File: config.mk
export PLATFORM = sky130hd
export DESIGN_NAME = ext_bus_seq_flat
export DESIGN_NICKNAME = d
export VERILOG_FILES = /design/src/rtl/ext_bus_seq_if.sv /design/src/rtl/ext_bus_seq.sv /design/src/flat_wrapper.sv
export SDC_FILE = /design/constraint.sdc
export NUM_CORES = 1
export LEC_CHECK = 0
export ABC_CLOCK_PERIOD_IN_PS = 1900
export BUFFER_PORTS_ARGS = -buffer_cell sky130_fd_sc_hd__buf_2
export CELL_PAD_IN_SITES_DETAIL_PLACEMENT = 1
export CELL_PAD_IN_SITES_GLOBAL_PLACEMENT = 1
export CORE_ASPECT_RATIO = 0.7
export CORE_UTILIZATION = 39
export CTS_BUF_LIST = sky130_fd_sc_hd__clkbuf_4 sky130_fd_sc_hd__clkbuf_8
export CTS_CLUSTER_SIZE = 10
export DETAILED_ROUTE_END_ITERATION = 8
export GPL_TIMING_DRIVEN = 1
export PLACE_DENSITY_LB_ADDON = 0.25
export SLEW_MARGIN = 20
export SYNTH_ARGS = -nofsm -noshare
export SYNTH_HDL_FRONTEND = slang
export SYNTH_SLANG_ARGS = --single-unit
export TNS_END_PERCENT = 100
File: constraint.sdc
create_clock -name clk -period 1.9 [get_ports clk]
set_input_delay 0.38 -clock clk [delete_from_list [all_inputs] [get_ports clk]]
set_output_delay 0.38 -clock clk [all_outputs]
set_load 0.01 [all_outputs]
File: src/rtl/ext_bus_seq_if.sv
// Core-side request/response and pad-side signals of the external bus sequencer.
// master = core plus pad environment, slave = the sequencer itself.
interface ext_bus_seq_if;
  logic        cpu_req;
  logic [10:0] cpu_addr;
  logic        cpu_rnw;
  logic [7:0]  cpu_wdata;
  logic [7:0]  cpu_rdata;
  logic        cpu_ack;
  logic [7:0]  pad_out;
  logic [7:0]  pad_uio_out;
  logic [7:0]  pad_uio_oe;
  logic [7:0]  pad_uio_in;

  modport master (
    output cpu_req, cpu_addr, cpu_rnw, cpu_wdata, pad_uio_in,
    input  cpu_rdata, cpu_ack, pad_out, pad_uio_out, pad_uio_oe
  );

  modport slave (
    input  cpu_req, cpu_addr, cpu_rnw, cpu_wdata, pad_uio_in,
    output cpu_rdata, cpu_ack, pad_out, pad_uio_out, pad_uio_oe
  );
endinterface

File: src/rtl/ext_bus_seq.sv
// Multiplexes an 11-bit address / 8-bit data core bus onto 8 dedicated and 8 bidir pads.
// Optional BUS_TURNAROUND_EN inserts a bus-idle TURN cycle between ADDR and STRB on reads.
module ext_bus_seq #(
  parameter int unsigned WAIT_CYCLES = 1
) (
  input logic         clk,
  input logic         rst,
  ext_bus_seq_if.slave bus
);

  typedef enum logic [2:0] {
    S_IDLE = 3'd0,
    S_ADDR = 3'd1,
    S_TURN = 3'd2,
    S_STRB = 3'd3,
    S_DONE = 3'd4
  } state_t;

  localparam logic [3:0] WAIT_INIT = 4'(WAIT_CYCLES);

  state_t      state_q, state_d;
  logic [3:0]  cnt_q, cnt_d;
  logic [10:0] addr_q, addr_d;
  logic        rnw_q, rnw_d;
  logic [7:0]  wdata_q, wdata_d;
  logic [7:0]  rdata_q, rdata_d;
  logic        ack_q, ack_d;
  logic [7:0]  pad_out_q, pad_out_d;
  logic [7:0]  uio_out_q, uio_out_d;
  logic [7:0]  uio_oe_q, uio_oe_d;

  logic ale_s;
  logic rd_n_s;
  logic wr_n_s;
  logic busy_s;

  // Sequencing: state transitions, request capture, strobe counting and read capture.
  always_comb begin
    state_d = state_q;
    cnt_d   = cnt_q;
    addr_d  = addr_q;
    rnw_d   = rnw_q;
    wdata_d = wdata_q;
    rdata_d = rdata_q;
    case (state_q)
      S_IDLE: begin
        if (bus.cpu_req) begin
          state_d = S_ADDR;
          addr_d  = bus.cpu_addr;
          rnw_d   = bus.cpu_rnw;
          wdata_d = bus.cpu_wdata;
        end else begin
          state_d = S_IDLE;
        end
      end
      S_ADDR: begin
`ifdef BUS_TURNAROUND_EN
        if (rnw_q) begin
          state_d = S_TURN;
        end else begin
          state_d = S_STRB;
          cnt_d   = WAIT_INIT;
        end
`else
        state_d = S_STRB;
        cnt_d   = WAIT_INIT;
`endif
      end
      S_TURN: begin
        state_d = S_STRB;
        cnt_d   = WAIT_INIT;
      end
      S_STRB: begin
        if (cnt_q == 4'd0) begin
          state_d = S_DONE;
          // Sample the pads on the edge that ends the read strobe.
          if (rnw_q) begin
            rdata_d = bus.pad_uio_in;
          end else begin
            rdata_d = rdata_q;
          end
        end else begin
          cnt_d = cnt_q - 4'd1;
        end
      end
      S_DONE: begin
        state_d = S_IDLE;
      end
      default: begin
        state_d = S_IDLE;
      end
    endcase
  end

  // Pad/cpu output values for the upcoming state, so every output is a flop.
  always_comb begin
    ale_s     = 1'b0;
    rd_n_s    = 1'b1;
    wr_n_s    = 1'b1;
    busy_s    = 1'b1;
    ack_d     = 1'b0;
    uio_oe_d  = 8'h00;
    uio_out_d = 8'h00;
    case (state_d)
      S_IDLE: begin
        busy_s = 1'b0;
      end
      S_ADDR: begin
        ale_s     = 1'b1;
        uio_oe_d  = 8'hFF;
        uio_out_d = addr_d[7:0];
      end
      S_TURN: begin
        busy_s = 1'b1;
      end
      S_STRB: begin
        if (rnw_d) begin
          rd_n_s = 1'b0;
        end else begin
          wr_n_s    = 1'b0;
          uio_oe_d  = 8'hFF;
          uio_out_d = wdata_d;
        end
      end
      S_DONE: begin
        ack_d = 1'b1;
      end
      default: begin
        busy_s = 1'b0;
      end
    endcase
    pad_out_d = {1'b0, busy_s, wr_n_s, rd_n_s, ale_s, addr_d[10:8]};
  end

  // State and output registers; reset drops any transaction in flight.
  always_ff @(posedge clk or posedge rst) begin
    if (rst) begin
      state_q   <= S_IDLE;
      cnt_q     <= 4'd0;
      addr_q    <= 11'd0;
      rnw_q     <= 1'b0;
      wdata_q   <= 8'h00;
      rdata_q   <= 8'h00;
      ack_q     <= 1'b0;
      pad_out_q <= 8'h30;
      uio_out_q <= 8'h00;
      uio_oe_q  <= 8'h00;
    end else begin
      state_q   <= state_d;
      cnt_q     <= cnt_d;
      addr_q    <= addr_d;
      rnw_q     <= rnw_d;
      wdata_q   <= wdata_d;
      rdata_q   <= rdata_d;
      ack_q     <= ack_d;
      pad_out_q <= pad_out_d;
      uio_out_q <= uio_out_d;
      uio_oe_q  <= uio_oe_d;
    end
  end

  assign bus.cpu_rdata   = rdata_q;
  assign bus.cpu_ack     = ack_q;
  assign bus.pad_out     = pad_out_q;
  assign bus.pad_uio_out = uio_out_q;
  assign bus.pad_uio_oe  = uio_oe_q;

endmodule

File: src/flat_wrapper.sv
// flat-port wrapper written by rule: the top's interface ports become plain ports
module ext_bus_seq_flat 
#(
  parameter int unsigned WAIT_CYCLES = 1
)
  (clk, rst, bus_cpu_req, bus_cpu_addr, bus_cpu_rnw, bus_cpu_wdata, bus_pad_uio_in, bus_cpu_rdata, bus_cpu_ack, bus_pad_out, bus_pad_uio_out, bus_pad_uio_oe);
  ext_bus_seq_if bus_i ();
  input logic clk;
  input logic rst;
  input wire logic [$bits(bus_i.cpu_req)-1:0] bus_cpu_req;
  input wire logic [$bits(bus_i.cpu_addr)-1:0] bus_cpu_addr;
  input wire logic [$bits(bus_i.cpu_rnw)-1:0] bus_cpu_rnw;
  input wire logic [$bits(bus_i.cpu_wdata)-1:0] bus_cpu_wdata;
  input wire logic [$bits(bus_i.pad_uio_in)-1:0] bus_pad_uio_in;
  output wire logic [$bits(bus_i.cpu_rdata)-1:0] bus_cpu_rdata;
  output wire logic [$bits(bus_i.cpu_ack)-1:0] bus_cpu_ack;
  output wire logic [$bits(bus_i.pad_out)-1:0] bus_pad_out;
  output wire logic [$bits(bus_i.pad_uio_out)-1:0] bus_pad_uio_out;
  output wire logic [$bits(bus_i.pad_uio_oe)-1:0] bus_pad_uio_oe;
  assign bus_i.cpu_req = bus_cpu_req;
  assign bus_i.cpu_addr = bus_cpu_addr;
  assign bus_i.cpu_rnw = bus_cpu_rnw;
  assign bus_i.cpu_wdata = bus_cpu_wdata;
  assign bus_i.pad_uio_in = bus_pad_uio_in;
  assign bus_cpu_rdata = bus_i.cpu_rdata;
  assign bus_cpu_ack = bus_i.cpu_ack;
  assign bus_pad_out = bus_i.pad_out;
  assign bus_pad_uio_out = bus_i.pad_uio_out;
  assign bus_pad_uio_oe = bus_i.pad_uio_oe;
  ext_bus_seq #(.WAIT_CYCLES(WAIT_CYCLES)) u_core (.clk(clk), .rst(rst), .bus(bus_i));
endmodule
==> run_results.csv <==
group,metric,value,unit
power_and_ir_drop,p_clk_share,19.0,%
clock_tree,cts-root-buf,"clkbuf_8",
sta,rsz0062_at_grt,"no",
sta,setup_viol,0,
final_layout,syn_to_final_growth,25.7,%
synth,syn_avg_cell_area,13.7,um2
synth,ys_ff_latch,41,
flow_run,maxCapViolations,0,
clock_tree,cts_tree,"built",
final_layout,n_antenna_cell,0,
synth,synth_compound_area_share,8.53,%
critical_path,crit_path_start_kind,"flip-flop",
sta,fin_crit_sh,94.4,%
sta,final-max-slew-violation-count,0,
critical_path,critical_path.max_fanout,5,
die,start_util,42.4,%
power_and_ir_drop,p_sw,1.31,mW
clock_tree,cts.sinks,41,
sta,worst_slew_pin_slew,504,ps
global_routing,grt_pass1_vias,1200,
synth,synth_ff_type,"dfrtp_1",
detailed_routing,drtIter0Drc,39,
global_routing,grt_pass1_wl,5.73,mm
sta,finalClockSkew,5.39,ps
detailed_routing,vias,1153,
synth,synthCells,126,
sta,fin_setup_tns,0,ps
synth,yosys.area.top_type,"dfrtp_1",
critical_path,slowest_delay,420,ps
power_and_ir_drop,p_int,2.50,mW
placed_design,gp_congestion,0.728,
detailed_routing,drc,0,
clock_tree,htree_levels,2,
global_routing,grtUsageTotal,16.8,%
die,die_y,57.8,um
synth,synth_top_family_by_area,"multiplexers",
sta,slew-limit-headroom,66.4,%
status,outcome,"completed",
min_path,hold_path.class,"input pin to async pin",
synth,yosysWarnings,0,
critical_path,cp-end-kind,"flip-flop",
clock_tree,post-cts-setup-buffers,0,
final_layout,nets,218,
sta,whs,219,ps
synth,ys_top_cells_by_area,"dfrtp_1 (56%), mux2_2 (12%), buf_4 (6.5%)",
synth,syn_area,1730,um2
power_and_ir_drop,seqPwrFrac,41.2,%
placed_design,io_buffers,62,
critical_path,worstPathCellList,"inv_1, ha_1, nor3b_1, buf_4, a311oi_4, buf_4, or2_2",
synth,synthXorXnorAreaFrac,0,%
global_routing,overflow,0,
synth,synth_cell_types,31,
clock_tree,numCtsBuffers,5,
detailed_routing,avgViaCountPerCell,4.84,
power_and_ir_drop,p_leak,1.09,nW
synth,synthArstFlopShare,100,%
critical_path,crit_top_cell,"buf_4",
synth,synthTopCellsByCount,"dfrtp_1 (39), mux2_2 (19), buf_4 (15)",
global_routing,antenna_found_initial,0,
clock_tree,cts_hold_buf,0,
synth,synth-adder-area-share,1.45,%
critical_path,cpMaxStageDelayCell,"dfrtp_1",
synth,synth-edff-count,0,
clock_tree,ctsResizeCount,0,
final_layout,drive_above_1_share,55.4,%
power_and_ir_drop,vdd_drop_max,0.816,mV
clock_tree,clockBufferDepth,2,
detailed_routing,ant_nets,0,
synth,synthSimpleGateAreaFrac,8.96,%
synth,yosys.area.top_type_share,56.4,%
synth,yosysMostFrequentCell,"dfrtp_1",
critical_path,arrival,1970,ps
global_routing,grt_max_degree,42,
placed_design,dp_hpwl,2.84,mm
die,rows,19,
synth,synth_mux_area_share,13.6,%
sta,fin_crit,1790,ps
die,dieWidth,81.6,um
die,coreArea,4090,um2
critical_path,worst-setup-path-type,"flip-flop to flip-flop",
detailed_routing,drt_first_pass_iters,2,
critical_path,crit_family,"simple AND/OR/NAND/NOR gates",
critical_path,worstPathRequired,2070,ps
clock_tree,clk_pin_slew,80,ps
die,pin_count,64,
sta,hold_viol,0,
sta,fmax,0.558,GHz
clock_tree,clock_latency,280,ps
die,dieArea,4720,um2
detailed_routing,wl,3.67,mm
power_and_ir_drop,powerDensity,1750,nW/um2
synth,seq_area_frac_synth,59.4,%
critical_path,worst-path-buf-inv,3,
power_and_ir_drop,comb_power_share,39.8,%
detailed_routing,post_drt_wl_per_cell,15.4,um
synth,syn_nets,159,
power_and_ir_drop,power_switching_share,34.4,%
## state kept, by name, indices dropped and copies added, names as in the netlist
| name | flops |
|---|---|
| u_core.wdata_q | 8 |
| u_core.bus.pad_uio_out | 8 |
| u_core.bus.pad_out | 5 |
| u_core.rnw_q | 1 |
| u_core.addr_q | 2 |
| u_core.bus.pad_uio_oe | 1 |
| u_core.bus.cpu_ack | 1 |
| u_core.bus.cpu_rdata | 8 |
| u_core.state_q | 3 |
| u_core.cnt_q | 4 |
## layout make-up
type                            instances  area [um2]
Clock buffer                            7        90.1
Tap cell                               52        65.1
Timing Repair Buffer                   68         368
Sequential cell                        41        1030
Fill cell                             450        1910
Clock inverter                          1        30.0
Inverter                                5        18.8
Multi-Input combinational cell         64         576
## power groups by stage
stage	sequential [mW]	clock [mW]	combinational, mW
floorplan	1.57	0	1.06
global placement	1.54	0	1.41
detailed placement	1.59	0	1.49
CTS	1.57	0.743	1.49
global route	1.62	0.777	1.67
finish	1.57	0.722	1.52
## routing by layer
| layer | routed length (um) | global-route usage (%) |
|---|---|---|
| met4 | 45 | 6.02 |
| met1 | 1610 | 20.9 |
| met2 | 1750 | 27.4 |
| met5 | 0 | 0 |
| met3 | 265 | 5.51 |
## worst paths after layout
kind | from | end | slack [ps] | cells past startpoint
max | u_core.cnt_q[0]$_DFFE_PP0P_ | u_core.bus.pad_uio_oe[6]$_DFF_PP0_ | 110 | 7
min | rst | u_core.bus.pad_uio_out[6]$_DFF_PP0_ | 220 | 3
max reg2reg | u_core.cnt_q[0]$_DFFE_PP0P_ | u_core.bus.pad_uio_oe[6]$_DFF_PP0_ | 110 | 7
min reg2reg | u_core.wdata_q[2]$_DFF_PP0_ | u_core.bus.pad_uio_out[2]$_DFF_PP0_ | 500 | 1
max in group asynchronous | rst | u_core.bus.pad_out[4]$_DFF_PP1_ | 1310 | 3
min in group clk | bus_cpu_addr[1] | u_core.bus.pad_uio_out[1]$_DFF_PP0_ | 320 | 2
## metrics by stage
stage | area, um2 | util (%) | setup slack (ps) | cells | power, mW
CTS | 2160 | 52.8 | 45.6 | 236 | 3.80
global placement | 2040 | 49.9 | 192 | 228 | 2.96
finish | 2180 | 53.2 | 107 | 238 | 3.81
detailed placement | 2040 | 49.9 | 70.3 | 228 | 3.08
global route | 2180 | 53.2 | 0.473 | 238 | 4.07
floorplan | 1730 | - | 195 | 126 | 2.63
## kinds of logic after synthesis
| family | after synthesis |
|---|---|
| buf+inv | 21 |
| fa+ha+maj | 2 |
| flops | 41 |
| mux | 21 |
| other cells | 1 |
| simple gates | 24 |
| compound gates | 16 |
## worst min-delay path, stage by stage
cell and delay [ps]:
buf_2 90, inv_1 50, buf_4 430
## cells in the final DEF, fill, tap and decap left out, types with 2 or more instances in the layout
master	count
nor3_1	4
dfrtp_1	39
ha_1	2
nor4b_4	2
o21ai_0	2
dfstp_2	2
mux2_2	19
nor2_1	6
buf_4	5
nand2_1	3
inv_1	5
clkbuf_8	6
a22o_1	9
buf_2	62
No activity file was read; power rests on OpenSTA's default activity.
